$ cat config.mk
export PLATFORM = sky130hd
export DESIGN_NAME = fetch_stage
export DESIGN_NICKNAME = d
export VERILOG_FILES = /design/src/rtl/lib_cpu_pkg.sv /design/src/rtl/pipe_reg.sv /design/src/rtl/fetch_stage.sv
export SDC_FILE = /design/constraint.sdc
export NUM_CORES = 1
export LEC_CHECK = 0
export ABC_CLOCK_PERIOD_IN_PS = 2600
export CAP_MARGIN = 10
export CORE_UTILIZATION = 35
export CTS_CLUSTER_DIAMETER = 30
export DETAILED_ROUTE_END_ITERATION = 10
export PLACE_DENSITY = 0.72
export SLEW_MARGIN = 25
export SYNTH_ARGS = -nofsm -noshare
export SYNTH_HDL_FRONTEND = slang
export SYNTH_HIERARCHICAL = 1
export SYNTH_SLANG_ARGS = --single-unit
$ cat constraint.sdc
create_clock -name clk -period 2.6 [get_ports clk]
set_clock_uncertainty 0.05 [all_clocks]
set_input_delay 0.39 -clock clk [delete_from_list [all_inputs] [get_ports clk]]
set_output_delay 0.39 -clock clk [all_outputs]
set_load 0.01 [all_outputs]
$ cat src/rtl/lib_cpu_pkg.sv
// Shared CPU types and constants used across pipeline stages.
package lib_cpu;

  localparam int unsigned XLEN      = 32;
  localparam int unsigned OP_W      = 6;
  localparam int unsigned FUNCT_W   = 6;

  typedef logic [OP_W-1:0]    OPECODE;
  typedef logic [FUNCT_W-1:0] FUNCT;

  localparam logic [XLEN-1:0] INSTR_NOP        = 32'h0000_0000;
  localparam logic [XLEN-1:0] PC_RESET_DEFAULT = 32'h0000_0000;

  // IF/ID pipeline register payload
  typedef struct packed {
    logic [XLEN-1:0] instr;
    logic [XLEN-1:0] pc_plus4;
    logic            valid;
  } ifid_t;

  // J-type target: upper PC nibble, 26-bit index, word aligned
  function automatic logic [XLEN-1:0] jump_target(input logic [XLEN-1:0] pc_plus4,
                                                  input logic [XLEN-1:0] instr);
    return {pc_plus4[31:28], instr[25:0], 2'b00};
  endfunction

endpackage

$ cat src/rtl/pipe_reg.sv
// Generic pipeline register: async active-low reset, enable, synchronous clear.
module pipe_reg #(
  parameter int unsigned   W       = 32,
  parameter logic [W-1:0]  RST_VAL = '0
) (
  input  logic         clk,
  input  logic         rst_n,
  input  logic         en,
  input  logic         clr,
  input  logic [W-1:0] d,
  output logic [W-1:0] q
);

  // Clear takes priority over a held (disabled) register
  always_ff @(posedge clk or negedge rst_n) begin
    if (!rst_n) begin
      q <= RST_VAL;
    end else if (clr) begin
      q <= '0;
    end else if (en) begin
      q <= d;
    end
  end

endmodule

$ cat src/rtl/fetch_stage.sv
// Instruction fetch: PC register, next-PC select, and IF/ID pipeline register.
module fetch_stage
  import lib_cpu::*;
#(
  parameter logic [31:0] RESET_PC = PC_RESET_DEFAULT
) (
  input  logic        clk,
  input  logic        rst_n,
  input  logic        stall_f,
  input  logic        stall_d,
  input  logic        flush_d,
  input  logic        pc_src_d,
  input  logic        jmp_d,
  input  logic [31:0] pc_branch_d,
  output logic [31:0] imem_addr,
  input  logic [31:0] imem_rdata,
  output logic [31:0] pc_f,
  output logic [31:0] instr_d,
  output logic [31:0] pc_plus4_d,
  output logic        valid_d,
  output OPECODE      op_d,
  output FUNCT        funct_d,
  output logic [4:0]  rs_d,
  output logic [4:0]  rt_d,
  output logic [4:0]  rd_d,
  output logic [15:0] imm_d
);

  localparam int unsigned IFID_W = $bits(ifid_t);

  logic [31:0] pc_plus4_f;
  logic [31:0] pc_next;
  ifid_t       ifid_in;
  ifid_t       ifid_q;

  assign pc_plus4_f = pc_f + 32'd4;

  // Jump outranks branch; both outrank sequential fetch
  always_comb begin
    pc_next = pc_plus4_f;
    if (jmp_d) begin
      pc_next = jump_target(pc_plus4_d, instr_d);
    end else if (pc_src_d) begin
      pc_next = pc_branch_d;
    end
  end

  pipe_reg #(
    .W       (32),
    .RST_VAL (RESET_PC)
  ) u_pc_reg (
    .clk   (clk),
    .rst_n (rst_n),
    .en    (!stall_f),
    .clr   (1'b0),
    .d     (pc_next),
    .q     (pc_f)
  );

  always_comb begin
    ifid_in          = '0;
    ifid_in.instr    = imem_rdata;
    ifid_in.pc_plus4 = pc_plus4_f;
    ifid_in.valid    = 1'b1;
  end

  // Flush clears to a nop bubble, which is also the reset image
  pipe_reg #(
    .W       (IFID_W),
    .RST_VAL ('0)
  ) u_ifid_reg (
    .clk   (clk),
    .rst_n (rst_n),
    .en    (!stall_d),
    .clr   (flush_d),
    .d     (ifid_in),
    .q     (ifid_q)
  );

  assign imem_addr  = pc_f;
  assign instr_d    = ifid_q.instr;
  assign pc_plus4_d = ifid_q.pc_plus4;
  assign valid_d    = ifid_q.valid;

  assign op_d    = OPECODE'(instr_d[31:26]);
  assign funct_d = FUNCT'(instr_d[5:0]);
  assign rs_d    = instr_d[25:21];
  assign rt_d    = instr_d[20:16];
  assign rd_d    = instr_d[15:11];
  assign imm_d   = instr_d[15:0];

endmodule

==> out/qor.yml <==
outcome: "completed"
ctsHoldBuffers: 1
io_buffers: 242
ys_ff_latch: 97
path_class: "reg2reg"
fin_crit_ns: 2.29
place.gp.congestion: 0.793
grt_pass1_wl_um: 26700
crit_path_end_kind: "flip-flop"
power.density_mw_per_mm2: 477
maxCapViolCount: 0
cp-start-kind: "flip-flop"
finalNonFillerCells: 989
grt_setup_unrepaired: "no"
grt_usage_pct: 19.7
cts.reportedPaths.clkPinSlew_ns: 0.07
slew_headroom_pct: 54.4
async_flop_share_pct: 100
multi_input_area_mm2: 0.00267
drive_gt1_share_pct: 6.76
post_drt_wl_per_cell_um: 17.3
post_cts_resized: 0
numClockSinks: 97
yosys.area.top_type: "dfrtp_1"
synth_top_area_share_pct: 40.6
leakagePower_nw: 3.79
finalSetupViolCount: 0
clk_latency_ns: 0.35
cts_inserted_buffers: 9
tightest_slew_ns: 0.683
worstHoldPathType: "in2async"
fmax_mhz: 437
drc_errors: 0
syn_avg_cell_area_um2: 9.93
fin_crit_sh_pct: 88.0
viasPerCell: 4.83
critPathLaunch: "u_pc_reg/q[2]$_DFFE_PN0P_"
placed_cells: 972
crit_fanout: 8
netlist_instances: 602
fin_util_pct: 50.2
synth_edf_count: 0
wl_um: 17100
diodes: 0
grt_max_degree: 67
fp-row-count: 47
clockBufferDepth: 2
chipWidth_um: 133
drv_slew: 0
regArea_mm2: 0.00243
design.core.area_mm2: 0.0166
die-area_mm2: 0.0176
cts_setup_buffers: 0
synth_cell_types: 45
syn2layout_area_growth_pct: 39.8
first_global_vias: 4613
antenna_found_initial: 0
drt_iter0_drc: 276
dpl_cell_area_mm2: 0.00800
fin_setup_tns_ns: 0
arrival_ns: 2.48
via_count: 4773
detail-route-antenna-nets: 0
start_util_pct: 35.9
ys_warn_count: 6
dp_hpwl_um: 12300
cts-root-buf: "clkbuf_16"
worst_r2r_startpoint: "u_pc_reg/q[2]$_DFFE_PN0P_"
required_ns: 2.79
ir_drop_mv: 0.286
h-tree-depth: 3
synth_area_mm2: 0.00598
ios: 243
fillerInstances: 1539
cts_tree: "done"
first_pass_iters: 4
nets: 836
reg2reg_depth: 8
finish.instance_area_mm2: 0.00835
hold_viol: 0
overflow: 0
die_h_um: 133
synth.area.top_cells: "dfrtp_1 41%, mux2i_1 19%, buf_4 9.7%"
yosysSeqAreaShare_pct: 40.6
ys.flop_type: "dfrtp_1"
[critical path: stages, from the launching register on]
cell and delay, ns:
dfrtp_1 0.47, ha_1 0.23, and3_1 0.36, nand4_1 0.24, nor2_1 0.28, mux2i_1 0.10
a221o_1 0.26, mux2i_1 0.14, nor2_1 0.05
[logic make-up (layout without fill, tap and decap cells)]
group | Yosys count | after routing | share of synthesized area [%]
AO/OA/AOI/OAI | 47 | 47 | 5.30
XOR/XNOR | 22 | 22 | 3.35
adder cells (fa/ha/maj) | 1 | 1 | 0.209
buffers and inverters | 118 | 281 | 14.9
flip-flops | 97 | 97 | 40.6
multiplexers | 117 | 117 | 19.6
other | 2 | 6 | 0.126
AND/OR/NAND/NOR | 198 | 198 | 15.9
[per-stage QoR]
step | hold WS, ns | setup WS (ns) | power (mW)
after global routing | 0.491 | 0.0671 | 4.18
final | 0.470 | 0.312 | 3.99
after CTS | 0.475 | 0.280 | 4.04
after detailed placement | 0.324 | 0.287 | 2.47
after floorplan | 0.0444 | 0.586 | 2.10
after global placement | 0.327 | 0.401 | 2.46
[cells in the mapped netlist (3+ instances only)]
library cell	count
or2_2	5
inv_1	6
o21ai_0	18
nand2b_1	4
xor2_1	9
clkbuf_1	14
buf_2	5
mux2i_1	116
buf_4	77
nand2_1	35
nand4_1	8
buf_1	5
nor3_1	11
and2_1	3
buf_12	8
buf_6	3
nand3_1	9
o31a_1	3
and4_1	4
o21a_1	3
xnor2_1	12
a21o_1	6
dfrtp_1	97
a22o_1	6
nor2_1	102
nor4_1	3
o31ai_1	6
[metal layers]
layer | vias up | wire, um | global-route usage, %
met5 | - | 0 | 0
met4 | 0 | 353 | 7.15
met3 | 20 | 1050 | 3.98
met2 | 163 | 8320 | 31.9
met1 | 2304 | 7350 | 26.0
li1 | 2286 | - | -
[report_power, final]
part	internal (mW)	switching, mW	total, mW	leakage (nW)
sequential	1.57	0.0858	1.66	1.32
combinational	0.441	0.342	0.782	2.31
clock	0.941	0.607	1.55	0.162
total	2.95	1.03	3.99	3.79
[placed cells by master, fill, tap and decap left out, drive strengths merged, types with 3 or more instances in the layout]
master | netlist | final
a21o | 6 | 6
a22o | 6 | 6
and2 | 3 | 3
and4 | 4 | 4
buf | 98 | 20
bufinv | 0 | 3
clkbuf | 14 | 9
clkdlybuf4s50 | 0 | 238
clkinv | 0 | 3
conb | 2 | 6
dfrtp | 97 | 97
inv | 6 | 5
mux2i | 116 | 116
nand2 | 35 | 35
nand2b | 4 | 4
nand3 | 10 | 10
nand4 | 10 | 10
nor2 | 102 | 102
nor3 | 11 | 11
nor4 | 6 | 6
o21a | 3 | 3
o21ai | 19 | 19
o31a | 3 | 3
o31ai | 6 | 6
or2 | 6 | 6
xnor2 | 12 | 12
xor2 | 10 | 10
[cell type report]
type,count,share of cell area (%)
multi-input combinational,391,32.0
timing repair buffer,259,31.2
sequential,97,29.1
tap,220,3.30
clock buffer,9,2.70
clock inverter,7,1.42
inverter,6,0.285
[final timing paths]
kind / end / slack [ns]
worst max-delay path: u_pc_reg/q[22]$_DFFE_PN0P_ / 0.31
worst min-delay path: u_ifid_reg/q[28]$_DFFE_PN0P_ / 0.47
worst max register to register: u_pc_reg/q[22]$_DFFE_PN0P_ / 0.31
worst min register to register: u_ifid_reg/q[18]$_DFFE_PN0P_ / 0.47
max in group asynchronous: u_ifid_reg/q[17]$_DFFE_PN0P_ / 1.31
min in group clk: u_ifid_reg/q[18]$_DFFE_PN0P_ / 0.47
[registers in the layout, summed over array words and instances, names as in the netlist]
register,flops
u_pc_reg/q,32
u_ifid_reg/q,65
Power figures use the tool's default switching activity.
